**config.mk**
```make
export PLATFORM = sky130hd
export DESIGN_NAME = div_arbiter
export DESIGN_NICKNAME = d
export VERILOG_FILES = /design/src/rtl/div_arbiter.sv
export SDC_FILE = /design/constraint.sdc
export NUM_CORES = 1
export LEC_CHECK = 0
export CORE_MARGIN = 5
export CORE_UTILIZATION = 25
export DETAILED_ROUTE_END_ITERATION = 8
export PLACE_DENSITY = 0.65
export REMOVE_ABC_BUFFERS = 1
export SLEW_MARGIN = 30
export SYNTH_ARGS = -nofsm -noshare
export SYNTH_HDL_FRONTEND = slang
export SYNTH_SLANG_ARGS = --single-unit
export TNS_END_PERCENT = 100
```
**constraint.sdc**
```tcl
create_clock -name clk -period 3.7 [get_ports clk]
set_input_delay 0.925 -clock clk [delete_from_list [all_inputs] [get_ports clk]]
set_output_delay 0.925 -clock clk [all_outputs]
set_load 0.05 [all_outputs]
```
**src/rtl/div_arbiter.sv**
```systemverilog
// div_arbiter: round-robin arbiter sharing one serial restoring divider among REQ_NUM requesters
// Optional feature macro: DIV_ZERO_CHECK_EN (zero divisor bypasses the divider, flags dz_err_o)
// Ports:
//   clk, rst_n                 clock, asynchronous active-low reset
//   req_i                      per-requester level request, held until its ack bit
//   dividend_i, divisor_i      packed operands, requester i at [i*M +: M] / [i*N +: N]
//   ack_o                      one-hot, one-cycle completion pulse
//   quotient_o, dz_err_o       result and divide-by-zero flag, valid with ack_o
//   busy_o, grant_id_o         FSM not idle, index of current/last granted requester
//   div_en_o, div_dividend_o,
//   div_divisor_o              drive the divider (operands held LOAD through DONE)
//   div_quotient_i, div_ok_i   divider result and completion
module div_arbiter #(
    parameter int M       = 26,
    parameter int N       = 14,
    parameter int REQ_NUM = 4
) (
    input  logic                 clk,
    input  logic                 rst_n,
    input  logic [REQ_NUM-1:0]   req_i,
    input  logic [REQ_NUM*M-1:0] dividend_i,
    input  logic [REQ_NUM*N-1:0] divisor_i,
    output logic [REQ_NUM-1:0]   ack_o,
    output logic [M-1:0]         quotient_o,
    output logic                 dz_err_o,
    output logic                 busy_o,
    output logic [2:0]           grant_id_o,
    output logic                 div_en_o,
    output logic [M-1:0]         div_dividend_o,
    output logic [N-1:0]         div_divisor_o,
    input  logic [M-1:0]         div_quotient_i,
    input  logic                 div_ok_i
);
    typedef enum logic [1:0] {IDLE, LOAD, RUN, DONE} state_t;
    state_t             state_q;
    logic [REQ_NUM-1:0] ack_q;
    logic [M-1:0]       quot_q;
    logic               dz_q;
    logic [2:0]         grant_q;
    logic               div_en_q;
    logic [M-1:0]       dvd_q;
    logic [N-1:0]       dvs_q;
    logic [7:0]         req_x;
    logic [3:0]         idx;
    logic [2:0]         pick;
    logic               hit;
    assign req_x = 8'(req_i);
    // Scan offsets from farthest to nearest so the requester closest after
    // the last grant overwrites the others; offset REQ_NUM is the last grantee.
    always_comb begin
        pick = grant_q;
        hit  = 1'b0;
        idx  = '0;
        for (int k = REQ_NUM; k >= 1; k--) begin
            idx = {1'b0, grant_q} + 4'(k);
            idx = (idx >= 4'(REQ_NUM)) ? idx - 4'(REQ_NUM) : idx;
            if (req_x[idx[2:0]]) begin
                pick = idx[2:0];
                hit  = 1'b1;
            end
        end
    end
    // The zero-operand bypass is decided in LOAD on the latched operands, so
    // a bypassed request acks one clock after the grant without enabling the divider.
    always_ff @(posedge clk or negedge rst_n) begin
        if (!rst_n) begin
            state_q  <= IDLE;
            ack_q    <= '0;
            quot_q   <= '0;
            dz_q     <= 1'b0;
            grant_q  <= 3'(REQ_NUM - 1);
            div_en_q <= 1'b0;
            dvd_q    <= '0;
            dvs_q    <= '0;
        end else begin
            ack_q <= '0;
            case (state_q)
                IDLE: if (hit) begin
                    grant_q <= pick;
                    dvd_q   <= dividend_i[int'(pick)*M +: M];
                    dvs_q   <= divisor_i[int'(pick)*N +: N];
                    state_q <= LOAD;
                end
                LOAD: begin
                    if (dvd_q == '0) begin
                        quot_q  <= '0;
                        dz_q    <= 1'b0;
                        ack_q   <= REQ_NUM'(1) << grant_q;
                        state_q <= DONE;
                    end
`ifdef DIV_ZERO_CHECK_EN
                    else if (dvs_q == '0) begin
                        quot_q  <= '1;
                        dz_q    <= 1'b1;
                        ack_q   <= REQ_NUM'(1) << grant_q;
                        state_q <= DONE;
                    end
`endif
                    else begin
                        div_en_q <= 1'b1;
                        state_q  <= RUN;
                    end
                end
                RUN: if (div_ok_i) begin
                    quot_q   <= div_quotient_i;
                    dz_q     <= 1'b0;
                    ack_q    <= REQ_NUM'(1) << grant_q;
                    div_en_q <= 1'b0;
                    state_q  <= DONE;
                end
                DONE: state_q <= IDLE;
                default: state_q <= IDLE;
            endcase
        end
    end
    assign ack_o          = ack_q;
    assign quotient_o     = quot_q;
    assign dz_err_o       = dz_q;
    assign busy_o         = state_q != IDLE;
    assign grant_id_o     = grant_q;
    assign div_en_o       = div_en_q;
    assign div_dividend_o = dvd_q;
    assign div_divisor_o  = dvs_q;
endmodule

```
==> impl_metrics.ini, run 1 <==
[synth]
synth-xor-area-share_pct = 0.190
async_flop_share_pct = 100
yosys.area_share.adder_pct = 2.72
syn-instance-count = 378
yosysSeqAreaShare_pct = 41.4
yosysWarnings = 0
synth_top_family_by_area = compound AO/OA/AOI/OAI gates
synthMuxAreaShare_pct = 19.7
yosysTopAreaCellShare_pct = 40.3
synth_area_leaders = dfrtp_1, mux2i_1, o221ai_2
syn_area_per_cell_sq_um = 12.2
ys_ff_latch = 76
yosys.area_share.simple_pct = 7.91
yosysUniqueCellTypes = 50
synth_flop_cell = dfrtp_1
synth_compound_area_share_pct = 21.3
synth_area_leader_cell = dfrtp_1
synthesis.area_sq_um = 4600
synth-edff-count = 0

[die]
die_height_um = 146
die_area_sq_um = 21200
coreArea_sq_um = 18000
initial_core_util_pct = 25.5
io-pin-count = 269
fp.dieW_um = 146
rows = 49

[clock_network]
clock_path_buffers = 2
cts.sinks = 76
cts-buffers-inserted = 9
path_clk_slew_ns = 0.06
cts_tree = built
h-tree-depth = 3
postCtsSetupRepairBufs = 0
cts_resized = 0
cts_root_buffer = clkbuf_16
worstSkewPairLatency_ns = 0.34
cts-hold-fix-buffers = 0

[final_layout]
n_antenna_cell = 0
finalNetCount = 837
final_common_cell = clkdlybuf4s50_1
drive_gt1_share_pct = 11.9
layout_common_cells = clkdlybuf4s50_1, mux2i_1, dfrtp_1
final_area_sq_um = 7700
areaGrowthSynthToFinish_pct = 67.4

[timing]
fin_crit_sh_pct = 88.2
maxSlewHeadroom_pct = 48.8
finalClockSkew_ns = 0.00737
hold_violations = 0
worst_pin_slew_ns = 0.768
fin_ws_ns = 0.438
rsz0062_at_grt = no
drv_slew = 0
whs_ns = 0.489
max_freq_ghz = 0.307
setup_viol = 0
totalNegativeSetupSlack_ns = 0
period_needed_ns = 3.26

[global_route]
grt_pass1_vias = 4661
grt_pass1_wl_um = 26100
antenna_found_initial = 0
grtUsageTotal_pct = 15.2
grt_max_degree = 77
gr-total-overflow = 0

[power_and_ir_drop]
power_density_nw_per_um2 = 1060
leakagePower_nw = 3.25
ir_worst_vdd_v = 0.000695
total_power_mw = 8.19

[min_path]
hold_path.class = flip-flop to flip-flop

[worst_setup_path]
cp-end-kind = flip-flop
rrSetupSlack_ns = 0.47
worst-path-max-fanout = 40
crit_path_start_kind = input pin
required_ns = 3.88
arrival_ns = 3.44
crit_type = input pin to flip-flop

[job]
max-cap-violations = 0

[drt]
vias = 4089
wirelength_um = 16100
initialDrtViolationCount = 130
via_per_inst = 4.72
drc = 0
drtPass1Iterations = 4
drt-wirelength-per-cell_um = 18.6
ant_nets = 0

[place]
io_buffer_count = 267
hpwl_um = 12700
place_ws_ns = 0.0532
gp_congestion = 0.862
dpl-instance-area_sq_um = 7390

[status]
status = finished, final reports clean
## report_power, final
part	leakage [nW]	internal, mW	switching, mW
clock network	0.145	0.557	0.349
registers	0.960	1.25	0.279
logic	2.14	2.30	3.45
total	3.25	4.11	4.08
## critical path, cell delays in order
cell and delay (ns):
clkdlybuf4s50_1 0.49, mux4_2 0.55, a22oi_2 0.22, o2111a_1 0.24
nand2b_4 0.13, or2b_4 0.59, o221ai_1 0.23
## cell usage after synthesis (3+ instances only)
cell	instances
buf_4	7
nand3_1	3
o221ai_2	39
dfrtp_1	74
o21ai_1	3
o211ai_1	3
ha_1	10
nand2_1	46
buf_2	4
clkbuf_1	5
a22o_1	26
and2_1	4
inv_1	7
clkbuf_4	6
nor2_1	8
mux2i_1	81
a21oi_1	3
buf_6	3
buf_12	5
nor4_1	5
## final timing paths
kind	from	end	depth (start not counted)
max in group asynchronous	rst_n	quotient_o[8]$_DFFE_PN0P_	1
worst max-delay path	req_i[3]	div_divisor_o[0]$_DFFE_PN0P_	7
worst min-delay path	div_divisor_o[6]$_DFFE_PN0P_	div_divisor_o[6]$_DFFE_PN0P_	2
min in group asynchronous	rst_n	div_dividend_o[12]$_DFFE_PN0P_	1
worst min register to register	div_divisor_o[6]$_DFFE_PN0P_	div_divisor_o[6]$_DFFE_PN0P_	2
worst max register to register	grant_id_o[1]$_DFFE_PN1P_	div_divisor_o[0]$_DFFE_PN0P_	8
## routing by layer
layer	GRT usage [%]	vias up	part of all wire, %	wire length [um]
li1	-	1957	-	-
met2	26.8	129	52	8440
met4	4.80	0	2.0	323
met3	3.89	20	5.7	925
met5	0	-	0	0
met1	18.0	1983	40	6420
## registers in the layout, indices dropped and copies added, names as in the netlist
signal,cells
state_q,2
div_en_o,1
ack_o,4
grant_id_o,3
div_dividend_o,26
quotient_o,26
div_divisor_o,14
## kinds of logic after synthesis
group | after synthesis
other cells | 1
xor+xnor | 1
mux | 86
buf+inv | 39
flops | 76
compound gates | 87
fa+ha+maj | 10
simple gates | 78
## stage by stage
| stage | utilization (%) | instances |
|---|---|---|
| after global routing | 42.7 | 867 |
| after global placement | 41.0 | 852 |
| after CTS | 42.7 | 867 |
| final | 42.7 | 867 |
| after floorplan | - | 348 |
| after detailed placement | 41.0 | 852 |
## area by class of cell
type,instances,area [sq um]
Multi-Input combinational cell,263,2410
Tap cell,229,287
Clock buffer,12,256
Clock inverter,3,46.3
Sequential cell,76,1900
Timing Repair Buffer,275,2760
Inverter,9,35.0
Fill cell,1718,10300
(Power assumes the default switching activity.)
==> run 2: changes to the inputs <==
--- a/config.mk
+++ b/config.mk
@@ -7,6 +7,7 @@
 export LEC_CHECK = 0
 export CORE_MARGIN = 5
 export CORE_UTILIZATION = 25
+export CTS_CLUSTER_DIAMETER = 80
 export DETAILED_ROUTE_END_ITERATION = 8
 export PLACE_DENSITY = 0.65
 export REMOVE_ABC_BUFFERS = 1
==> results of run 2 <==
No change in the layout: final DEF, timing and power equal those of run 1.
==> run 3: changes to the inputs <==
--- a/config.mk
+++ b/config.mk
@@ -5,11 +5,14 @@
 export SDC_FILE = /design/constraint.sdc
 export NUM_CORES = 1
 export LEC_CHECK = 0
+export CELL_PAD_IN_SITES_DETAIL_PLACEMENT = 1
+export CELL_PAD_IN_SITES_GLOBAL_PLACEMENT = 1
 export CORE_MARGIN = 5
 export CORE_UTILIZATION = 25
 export CTS_CLUSTER_DIAMETER = 80
+export CTS_CLUSTER_SIZE = 25
 export DETAILED_ROUTE_END_ITERATION = 8
-export PLACE_DENSITY = 0.65
+export PLACE_DENSITY = 0.81
 export REMOVE_ABC_BUFFERS = 1
 export SLEW_MARGIN = 30
 export SYNTH_ARGS = -nofsm -noshare
==> run 3 against run 2 <==
Net effect:
- worst hold slack improved by 0.0041 ns
- sequential share of layout area decreased by 0.080 points
- global-route usage increased by 1.0 points
- total power increased by 1.3%
- count of clock-buffer cells in the layout decreased by 2
- utilization increased by 0.14 points
- maximum frequency decreased by 1.7%
- register-to-register slack got worse by 0.03 ns
- clock power decreased by 9.3%
- largest cell class unchanged
- largest power group unchanged
==> impl_metrics.ini, run 3 (synthesis gave the netlist of run 1 again) <==
[global_route]
gr-total-overflow = 0
grt_max_degree = 77
busiest_layer = met2
grt_pass1_vias = 4885
met2_usage_pct = 29.2
grt_pass1_wl_um = 27800
grtUsageMet1_pct = 19.0
grtUsageTotal_pct = 16.2
antenna_found_initial = 0
grt_use_met3_pct = 4.17

[place]
place_inst = 856
hpwl_um = 13800
gp_congestion = 0.782
io_buffer_count = 267
dpl-instance-area_sq_um = 7440

[power_and_ir_drop]
switchingPower_mw = 4.16
ir_worst_vdd_v = 0.000445
sequentialPowerShare_pct = 18.6
power_density_nw_per_um2 = 1070
p_clk_share_pct = 9.9
p_comb_share_pct = 71.5
internal-power_mw = 4.14
total_power_mw = 8.30
leakagePower_nw = 3.26
power.share.switching_pct = 50.1

[final_layout]
final_common_cell = clkdlybuf4s50_1
finalNetCount = 841
drive_gt1_share_pct = 12.8
n_antenna_cell = 0
final_area_sq_um = 7720
layout_common_cells = clkdlybuf4s50_1, mux2i_1, dfrtp_1
areaGrowthSynthToFinish_pct = 67.9
fin_util_pct = 42.9
final_cells = 872

[worst_setup_path]
arrival_ns = 3.49
reg2reg_to = div_divisor_o[0]$_DFFE_PN0P_
r2r-start = grant_id_o[1]$_DFFE_PN1P_
slowest_delay_ns = 0.61
rrSetupSlack_ns = 0.44
cp_top_family = simple AND/OR/NAND/NOR gates
crit_slowest_cell = or2b_4
crit_type = input pin to flip-flop
cp_cell_sequence = clkdlybuf4s50_1 -> mux4_2 -> a22oi_2 -> o2111a_1 -> nand2b_4 -> or2b_4 -> o221ai_1
cp-end-kind = flip-flop
required_ns = 3.88
reg2reg_depth = 8
worstPathBufferInverterCount = 1
crit_path_start_kind = input pin
worst-path-max-fanout = 40

[job]
max-cap-violations = 0

[die]
io-pin-count = 269
fp.dieW_um = 146
rows = 49
coreArea_sq_um = 18000
initial_core_util_pct = 25.5
die_height_um = 146
die_area_sq_um = 21200

[timing]
drv_slew = 0
rsz0062_at_grt = no
hold_violations = 0
period_needed_ns = 3.32
max_freq_ghz = 0.301
setup_viol = 0
fin_crit_sh_pct = 89.7
finalClockSkew_ns = 0.00723
worst_pin_slew_ns = 0.791
maxSlewHeadroom_pct = 47.3
whs_ns = 0.493

[clock_network]
h-tree-depth = 3
worstSkewPairLatency_ns = 0.33
clock_path_buffers = 2
path_clk_slew_ns = 0.06
cts-hold-fix-buffers = 0
cts.sinks = 76
cts_root_buffer = clkbuf_16
postCtsSetupRepairBufs = 0
cts-buffers-inserted = 9
cts_resized = 0
cts_tree = built

[drt]
drt-wirelength-per-cell_um = 19.9
wirelength_um = 17300
ant_nets = 0
vias = 4179
drc = 0
initialDrtViolationCount = 97
via_per_inst = 4.79
drtPass1Iterations = 4

[min_path]
holdPathStages = 2
holdPathEnd = div_divisor_o[12]$_DFFE_PN0P_
min_from = div_divisor_o[12]$_DFFE_PN0P_
hold_path.class = flip-flop to flip-flop

[status]
status = finished, final reports clean
[run 3: worst max path at each step]
stage | from | endpoint | cells after the start
after detailed placement | req_i[1] | div_divisor_o[0]$_DFFE_PN0P_ | 7
after global placement | req_i[1] | div_divisor_o[0]$_DFFE_PN0P_ | 7
after CTS | req_i[1] | div_divisor_o[0]$_DFFE_PN0P_ | 7
after floorplan | grant_id_o[0]$_DFFE_PN1P_ | div_dividend_o[0]$_DFFE_PN0P_ | 7
final | req_i[2] | div_divisor_o[0]$_DFFE_PN0P_ | 7
after global routing | grant_id_o[1]$_DFFE_PN1P_ | div_divisor_o[0]$_DFFE_PN0P_ | 8
[run 3: metal layers]
metal  vias to the layer above  routed length [um]
met5                         -                   0
met4                         0                 285
li1                       1962                   -
met2                       138                9210
met3                        16                 936
met1                      2063                6890
[run 3: power by group through the flow]
stage / clock network [mW] / registers (mW) / logic (mW)
after floorplan: 0 / 2.80 / 2.19
after global placement: 0 / 1.53 / 5.86
after detailed placement: 0 / 1.55 / 6.01
after CTS: 0.862 / 1.54 / 6.03
after global routing: 0.901 / 1.60 / 6.30
final: 0.822 / 1.54 / 5.94
[run 3: area by class of cell]
type                    count  area (sq um)
flip-flops and latches     76          1900
multi-input cells         263          2420
inverters                   9          35.0
well taps                 229           287
repair buffers            279          2800
clock buffers              10           239
fillers                  1956         10300
clock inverters             6          38.8
[run 3: metrics by stage]
stage	setup WS [ns]	TNS [ns]
floorplan	-3.94	-157.51
detailed placement	0.0159	0
global route	0.290	0
global placement	0.158	0
finish	0.381	0
CTS	0.395	0
[run 3: worst reg2reg max path, cell delays in order (launching register included)]
cell      delay (ns)
dfstp_2         0.66
inv_1           0.16
ha_1            0.39
mux4_2          0.37
a22oi_2         0.23
o2111a_1        0.25
nand2b_4        0.14
or2b_4          0.61
o221ai_1        0.30
